<file path="config.mk">
export PLATFORM = sky130hd
export DESIGN_NAME = i2s_rx_flat
export DESIGN_NICKNAME = d
export VERILOG_FILES = /design/src/rtl/i2s_rx_if.sv /design/src/rtl/i2s_rx.sv /design/src/flat_wrapper.sv
export SDC_FILE = /design/constraint.sdc
export NUM_CORES = 1
export LEC_CHECK = 0
export CORE_ASPECT_RATIO = 1.25
export CORE_MARGIN = 10
export CORE_UTILIZATION = 55
export DETAILED_ROUTE_END_ITERATION = 6
export GPL_TIMING_DRIVEN = 0
export PLACE_DENSITY = 0.78
export SLEW_MARGIN = 20
export SYNTH_ARGS = -nofsm -noshare
export SYNTH_HDL_FRONTEND = slang
export SYNTH_SLANG_ARGS = --single-unit
</file>
<file path="constraint.sdc">
create_clock -name MCLK -period 2.2 [get_ports MCLK]
set_input_delay 0.44 -clock MCLK [delete_from_list [all_inputs] [get_ports MCLK]]
set_output_delay 0.44 -clock MCLK [all_outputs]
set_load 0.01 [all_outputs]
</file>
<file path="src/rtl/i2s_rx_if.sv">
// Signal bundle between an I2S codec/FIFO environment and the i2s_rx receiver.
// The receiver uses the slave view; the driving side uses the master view.
interface i2s_rx_if #(
  parameter int unsigned DATA_BITS = 16
);
  logic                   SCLK;
  logic                   LRCLK;
  logic                   DOUT;
  logic                   FIFO_FULL;
  logic                   CLEAR_OVF;
  logic [2*DATA_BITS-1:0] AUDIO_OUT;
  logic                   FIFO_WRITE;
  logic                   OVERFLOW;

  modport master (
    output SCLK, LRCLK, DOUT, FIFO_FULL, CLEAR_OVF,
    input  AUDIO_OUT, FIFO_WRITE, OVERFLOW
  );

  modport slave (
    input  SCLK, LRCLK, DOUT, FIFO_FULL, CLEAR_OVF,
    output AUDIO_OUT, FIFO_WRITE, OVERFLOW
  );
endinterface

</file>
<file path="src/rtl/i2s_rx.sv">
// I2S receiver: oversamples SCLK/LRCLK/DOUT on MCLK, assembles {left,right}
// sample pairs and writes them to a downstream FIFO with a sticky overflow flag.
module i2s_rx #(
  parameter int unsigned DATA_BITS = 16
) (
  input logic     MCLK,
  input logic     RESET_N,
  i2s_rx_if.slave bus
);

  typedef enum logic [1:0] {
    SYNC  = 2'd0,
    LEFT  = 2'd1,
    RIGHT = 2'd2
  } state_t;

  state_t state, state_next;

  logic [1:0]             sclk_sync, lr_sync, dout_sync;
  logic                   sclk_prev;
  logic                   strobe;
  logic                   smp_lr, smp_dout;
  logic                   lr_prev;
  logic [5:0]             slot, slot_inc;
  logic [DATA_BITS-1:0]   shift_reg, shift_next, left_hold;
  logic [2*DATA_BITS-1:0] audio;
  logic                   fifo_write, overflow;
  logic                   boundary, lr_rise, lr_fall;
  logic                   capture, latch_left, write_try;

  assign boundary = strobe && (smp_lr != lr_prev);
  assign lr_rise  = boundary && smp_lr;
  assign lr_fall  = boundary && !smp_lr;

  // Bits land at fixed MSB-aligned positions, so a short word stays zero-padded.
  always_comb begin
    slot_inc   = (slot == 6'd63) ? slot : slot + 6'd1;
    capture    = strobe && !boundary && (slot_inc <= 6'(DATA_BITS));
    shift_next = shift_reg;
    for (int unsigned i = 0; i < DATA_BITS; i++) begin
      if (capture && (slot_inc == 6'(DATA_BITS - i))) shift_next[i] = smp_dout;
    end
  end

  always_ff @(posedge MCLK or negedge RESET_N) begin
    if (!RESET_N) state <= SYNC;
    else          state <= state_next;
  end

  always_comb begin
    state_next = state;
    latch_left = 1'b0;
    write_try  = 1'b0;
    unique case (state)
      SYNC:  if (lr_fall) state_next = LEFT;
      LEFT:  if (lr_rise) begin
               latch_left = 1'b1;
               state_next = RIGHT;
             end
      RIGHT: if (lr_fall) begin
               write_try  = 1'b1;
               state_next = LEFT;
             end
      default: state_next = SYNC;
    endcase
  end

  always_ff @(posedge MCLK or negedge RESET_N) begin
    if (!RESET_N) begin
      sclk_sync  <= '0;
      lr_sync    <= '0;
      dout_sync  <= '0;
      sclk_prev  <= 1'b0;
      strobe     <= 1'b0;
      smp_lr     <= 1'b0;
      smp_dout   <= 1'b0;
      lr_prev    <= 1'b0;
      slot       <= '0;
      shift_reg  <= '0;
      left_hold  <= '0;
      audio      <= '0;
      fifo_write <= 1'b0;
      overflow   <= 1'b0;
    end else begin
      sclk_sync <= {sclk_sync[0], bus.SCLK};
      lr_sync   <= {lr_sync[0], bus.LRCLK};
      dout_sync <= {dout_sync[0], bus.DOUT};
      sclk_prev <= sclk_sync[1];
      // Strobe and samples are registered together so they stay aligned.
      strobe    <= sclk_sync[1] & ~sclk_prev;
      smp_lr    <= lr_sync[1];
      smp_dout  <= dout_sync[1];

      if (strobe) begin
        lr_prev <= smp_lr;
        if (boundary) begin
          slot      <= '0;
          shift_reg <= '0;
        end else begin
          slot      <= slot_inc;
          shift_reg <= shift_next;
        end
      end

      if (latch_left) left_hold <= shift_reg;

      fifo_write <= 1'b0;
      if (write_try && !bus.FIFO_FULL) begin
        audio      <= {left_hold, shift_reg};
        fifo_write <= 1'b1;
      end

      if (write_try && bus.FIFO_FULL) overflow <= 1'b1;
      else if (bus.CLEAR_OVF)         overflow <= 1'b0;
    end
  end

  assign bus.AUDIO_OUT  = audio;
  assign bus.FIFO_WRITE = fifo_write;
  assign bus.OVERFLOW   = overflow;

endmodule

</file>
<file path="src/flat_wrapper.sv">
// flat-port wrapper written by rule: the top's interface ports become plain ports
module i2s_rx_flat 
#(
  parameter int unsigned DATA_BITS = 16
)
  (MCLK, RESET_N, bus_SCLK, bus_LRCLK, bus_DOUT, bus_FIFO_FULL, bus_CLEAR_OVF, bus_AUDIO_OUT, bus_FIFO_WRITE, bus_OVERFLOW);
  i2s_rx_if #(.DATA_BITS(DATA_BITS)) bus_i ();
  input logic MCLK;
  input logic RESET_N;
  input wire logic [$bits(bus_i.SCLK)-1:0] bus_SCLK;
  input wire logic [$bits(bus_i.LRCLK)-1:0] bus_LRCLK;
  input wire logic [$bits(bus_i.DOUT)-1:0] bus_DOUT;
  input wire logic [$bits(bus_i.FIFO_FULL)-1:0] bus_FIFO_FULL;
  input wire logic [$bits(bus_i.CLEAR_OVF)-1:0] bus_CLEAR_OVF;
  output wire logic [$bits(bus_i.AUDIO_OUT)-1:0] bus_AUDIO_OUT;
  output wire logic [$bits(bus_i.FIFO_WRITE)-1:0] bus_FIFO_WRITE;
  output wire logic [$bits(bus_i.OVERFLOW)-1:0] bus_OVERFLOW;
  assign bus_i.SCLK = bus_SCLK;
  assign bus_i.LRCLK = bus_LRCLK;
  assign bus_i.DOUT = bus_DOUT;
  assign bus_i.FIFO_FULL = bus_FIFO_FULL;
  assign bus_i.CLEAR_OVF = bus_CLEAR_OVF;
  assign bus_AUDIO_OUT = bus_i.AUDIO_OUT;
  assign bus_FIFO_WRITE = bus_i.FIFO_WRITE;
  assign bus_OVERFLOW = bus_i.OVERFLOW;
  i2s_rx #(.DATA_BITS(DATA_BITS)) u_core (.MCLK(MCLK), .RESET_N(RESET_N), .bus(bus_i));
endmodule
</file>
==> flow_summary.json, run 1 <==
{
  "crit_buf_inv": 1,
  "end_kind": "flip-flop",
  "crit_path_max_incr_delay_ns": 0.40,
  "antenna_found_initial": 0,
  "viasPerCell": 5.53,
  "status": "completed",
  "wl_met1_um": 3160,
  "dp_slack_ns": 0.221,
  "max_freq_ghz": 0.500,
  "synth_top_area_frac": 0.574,
  "grt_pass1_vias": 2560,
  "synth_xor_area_frac": 0.00439,
  "ys_seq_area_frac": 0.574,
  "ys_ff_latch": 85,
  "routed_wl_um": 7370,
  "tightest_slew_ns": 0.525,
  "final_area_um2": 4460,
  "place_area_um2": 4240,
  "power_leakage_nw": 2.12,
  "route.detailed.drc": 0,
  "cpMaxStageDelayCell": "dfrtp_1",
  "fin_ws_ns": 0.199,
  "clock_path_buffers": 2,
  "port_buffers": 40,
  "path_clk_slew_ns": 0.09,
  "grt_setup_unrepaired": "yes",
  "start_kind": "flip-flop",
  "postCtsSetupBuffers": 0,
  "drive_above_1_share": 0.258,
  "dr_wl_met2_um": 3780,
  "required_ns": 2.48,
  "numCtsBuffers": 9,
  "drt_iter0_drc": 109,
  "dp_hpwl_um": 5280,
  "dr_wl_met3_um": 311,
  "cp_cell_sequence": "ha_1, buf_4, a31o_1, a211oi_2, nand2_1, nor3_1, mux2i_1",
  "cts-resized-gates": 0,
  "grt_max_degree": 49,
  "topRoutingLayerUsed": "met4",
  "syn-cell-area_um2": 3700,
  "antenna_cells": 0,
  "synthAdderAreaFrac": 0.0101,
  "io_pins": 41,
  "clockRootBuffer": "clkbuf_8",
  "syn2layout_area_growth_pct": 20.3,
  "gr-total-overflow": 0,
  "yosys_warnings": 0,
  "synth_compound_area_frac": 0.0804,
  "synth_fp_nets": 309,
  "wl_per_cell_um": 16.6,
  "grt_util_all_layers": 0.150,
  "period_share": 0.909,
  "grt_pass1_wl_um": 12600,
  "muxShareOfSynthArea": 0.178,
  "path_class": "reg -> reg",
  "synthSimpleGateAreaFrac": 0.112,
  "layout_min_cycle_time_ns": 2.00,
  "tritoncts": "done",
  "dieArea_um2": 10400,
  "ant_nets": 0,
  "synth_cell_type_count": 52,
  "cts_sinks": 85,
  "async_flop_share": 1.00,
  "h-tree-depth": 3,
  "relSlewSlack": 0.650,
  "maxCapViolCount": 0,
  "die_x_um": 93.4,
  "placed_cells": 427,
  "cp.arrival_ns": 2.28,
  "final_nets": 361,
  "num_vias": 2452,
  "p_per_area_nw_per_um2": 749,
  "layout_commonest_cell": "dfrtp_1",
  "path_max_fanout": 10,
  "cts_hold_buf": 0,
  "min_path_type": "in -> async",
  "cp_top_family": "compound AO/OA/AOI/OAI gates",
  "clock_latency_ns": 0.36,
  "synth_top_family_by_area": "multiplexers",
  "synth_top_area_cell": "dfrtp_1",
  "synth_edf_count": 0,
  "slew_viol_final": 0,
  "skew_ns": 0.0152,
  "synth.area.top_cells": "dfrtp_1 (57%), mux2_2 (14%), mux2i_1 (3.2%)",
  "hold_violations": 0,
  "layout_common_cells": "dfrtp_1 (85), mux2_2 (45), clkdlybuf4s50_1 (39), nand2_1 (27)",
  "die_h_um": 112,
  "finalNonFillerCells": 443,
  "synth_flop_cell": "dfrtp_1",
  "globalplace.congestion": 0.909,
  "core_um2": 6570,
  "syn-instance-count": 299,
  "setup_viol": 0,
  "vdd_drop_max_v": 0.000382,
  "start_util": 0.564,
  "largest_reg_flops": 32,
  "postSynthAreaPerCell_um2": 12.4,
  "dr.pass1.iters": 4,
  "rows": 33
}
through the flow:
step           TNS [ns]   util  total power, mW  hold slack (ns)
2_1_floorplan         0      -             2.01            0.144
3_3_place_gp    -188.59  0.642             2.14            0.335
3_5_place_dp          0  0.646             2.16            0.336
4_1_cts               0  0.679             3.36           0.0558
5_1_grt         -0.0272  0.679             3.49           0.0719
6_report              0  0.679             3.34           0.0461
layer usage:
| metal | vias to the layer above | track usage |
|---|---|---|
| li1 | 1158 | - |
| met1 | 1241 | 0.183 |
| met2 | 42 | 0.243 |
| met3 | 11 | 0.0383 |
| met4 | 0 | 0.0629 |
| met5 | - | 0 |
power breakdown:
group          internal [mW]  switching [mW]
clock network          0.675           0.533
logic                  0.171           0.263
registers               1.64          0.0530
synthesized netlist by cell type (2+ instances only):
cell and number:
a21o_1 2, a21oi_1 8, a31oi_1 4, and2_1 2
and3_1 2, buf_2 11, buf_4 5, dfrtp_1 85
ha_1 3, inv_1 10, mux2_1 3, mux2_2 45
mux2i_1 12, nand2_1 27, nand2b_1 3, nand3_1 12
nand3b_1 2, nand4_1 2, nor2_1 11, nor2b_1 2
nor3_1 6, o211ai_1 3, o21ai_0 7, o22ai_1 2
o31ai_1 3
cells by family after synthesis:
group / Yosys count
AO/OA/AOI/OAI: 42
XOR/XNOR: 1
adder cells (fa/ha/maj): 3
buffers and inverters: 29
flip-flops: 85
multiplexers: 60
AND/OR/NAND/NOR: 79
area by class of cell:
cell class                 count  area, µm²
inverter                      11       41.3
tap                           87        109
fill                         495       2110
timing repair buffer          41        425
clock inverter                 3       68.8
sequential                    85       2130
multi-input combinational    185       1430
clock buffer                  13        149
buffer                        18        108
worst paths after layout:
path,startpoint,endpoint,slack [ns],depth (start not counted)
min reg2reg,u_core.dout_sync[0],u_core.dout_sync[1],0.35,0
max in group asynchronous,RESET_N,u_core.shift_reg[9],1.54,2
max,u_core.slot[0],u_core.shift_reg[11],0.20,7
max reg2reg,u_core.slot[0],u_core.shift_reg[11],0.20,7
min in group MCLK,u_core.dout_sync[0],u_core.dout_sync[1],0.35,0
min,RESET_N,u_core.bus.AUDIO_OUT[17],0.05,1
No activity file was read; power rests on OpenSTA's default activity.
==> inputs of run 2 (changes only) <==
CORE_UTILIZATION = 56   (was 55)
PLACE_DENSITY = 0.79   (was 0.78)
SKIP_LAST_GASP = 1   (was not set)
==> run 2 against run 1 <==
Compared with the run above: utilization increased by 0.27 points; critical endpoint is now u_core.shift_reg[10]; critical path type unchanged; design area is 0.87% lower; register-to-register slack lost 0.06 ns; power down 6.9%; clock skew shrank 0.0039 ns; global-route usage is 0.76 points higher; largest power group unchanged; worst hold slack gained 0.31 ns; combinational power about the same; setup slack worse by 0.056 ns; clock power shrank 20%; non-clock buffer count increased by 1.
==> flow_summary.json, run 2 (synthesis gave the netlist of run 1 again) <==
{
  "path_clk_slew_ns": 0.08,
  "path_max_fanout": 10,
  "relSlewSlack": 0.685,
  "vdd_drop_max_v": 0.000483,
  "cp.arrival_ns": 2.33,
  "cts-resized-gates": 0,
  "p_per_area_nw_per_um2": 704,
  "period_share": 0.935,
  "layout_common_cells": "dfrtp_1 (85), mux2_2 (45), clkdlybuf4s50_1 (39), nand2_1 (27)",
  "layout_commonest_cell": "dfrtp_1",
  "dp_hpwl_um": 5490,
  "grt_max_degree": 61,
  "final.fill_count": 501,
  "grt_pass1_vias": 2624,
  "fin_hold_ws_ns": 0.355,
  "end_kind": "flip-flop",
  "largest_reg_flops": 32,
  "power_leakage_nw": 2.10,
  "dp_slack_ns": 0.222,
  "multi_input_area_um2": 1430,
  "setup_viol": 0,
  "die_h_um": 111,
  "clock_latency_ns": 0.35,
  "drive_above_1_share": 0.258,
  "tightest_slew_ns": 0.472,
  "path_class": "reg -> reg",
  "required_ns": 2.47,
  "die_x_um": 92.7,
  "drt_iter0_drc": 131,
  "route.detailed.drc": 0,
  "place_area_um2": 4240,
  "fin_ws_ns": 0.144,
  "seq_area_um2": 2130,
  "start_util": 0.571,
  "syn2layout_area_growth_pct": 19.3,
  "maxCapViolCount": 0,
  "postCtsSetupBuffers": 0,
  "layout_min_cycle_time_ns": 2.06,
  "skew_ns": 0.0113,
  "cts_sinks": 85,
  "viasPerCell": 5.60,
  "tritoncts": "done",
  "wl_per_cell_um": 16.8,
  "h-tree-depth": 3,
  "globalplace.congestion": 0.889,
  "grt_setup_unrepaired": "no",
  "hold_violations": 0,
  "ant_nets": 0,
  "core_um2": 6480,
  "status": "completed",
  "grt_pass1_wl_um": 13100,
  "clock_path_buffers": 2,
  "start_kind": "flip-flop",
  "final_area_um2": 4420,
  "slew_viol_final": 0,
  "dieArea_um2": 10300,
  "rows": 33,
  "antenna_found_initial": 0,
  "io_pins": 41,
  "numCtsBuffers": 9,
  "final_nets": 362,
  "routed_wl_um": 7480,
  "clockRootBuffer": "clkbuf_8",
  "gr-total-overflow": 0,
  "min_path_type": "reg -> reg",
  "antenna_cells": 0,
  "port_buffers": 40,
  "max_freq_ghz": 0.486,
  "dr.pass1.iters": 4,
  "num_vias": 2487,
  "grt_util_all_layers": 0.157
}
## run 2: per-layer routing
metal  GRT usage  vias to the layer above  share of wire
met5           0                        -              0
met4      0.0722                        0          0.017
met3      0.0346                       11          0.037
met2       0.269                       39           0.54
met1       0.182                     1272           0.41
li1            -                     1165              -
## run 2: worst max-delay path: stages, from the launching register on
cell and delay (ns):
dfrtp_1 0.41, ha_1 0.20, buf_4 0.17, a31o_1 0.19, a211oi_2 0.30, nand2_1 0.20
nor3_1 0.29, mux2i_1 0.23
## run 2: final timing paths
check | startpoint | endpoint | slack (ns) | cells past startpoint
max | u_core.slot[0] | u_core.shift_reg[10] | 0.14 | 7
max in group asynchronous | RESET_N | u_core.shift_reg[7] | 1.05 | 3
min in group asynchronous | RESET_N | u_core.sclk_sync[1] | 0.55 | 2
min reg2reg | u_core.dout_sync[0] | u_core.dout_sync[1] | 0.36 | 0
max reg2reg | u_core.slot[0] | u_core.shift_reg[10] | 0.14 | 7
min | u_core.dout_sync[0] | u_core.dout_sync[1] | 0.36 | 0
## run 2: what timing repair did
action,4_1_cts,5_1_grt
hold buffers,1,0
endpoints found under the setup margin,0,0
hold endpoints to repair,25,0
## run 2: where the power goes
part	total, mW	internal, mW	switching [mW]
sequential	1.70	1.64	0.0540
clock	0.974	0.420	0.554
combinational	0.437	0.173	0.264
## run 2: area by class of cell
type,count,area share
Timing Repair Buffer,42,0.0986
Clock inverter,4,0.00765
Tap cell,87,0.0246
Multi-Input combinational cell,185,0.323
Sequential cell,85,0.482
Inverter,11,0.00935
Buffer,18,0.0244
Clock buffer,12,0.0306
## run 2: stage by stage
step,total power [mW],TNS (ns),instances,utilization
after detailed placement,2.17,0,427,0.654
after global placement,2.14,-187.22,426,0.650
after floorplan,2.01,0,299,-
after global routing,3.27,0,444,0.681
final,3.11,0,444,0.681
after CTS,3.13,0,444,0.681
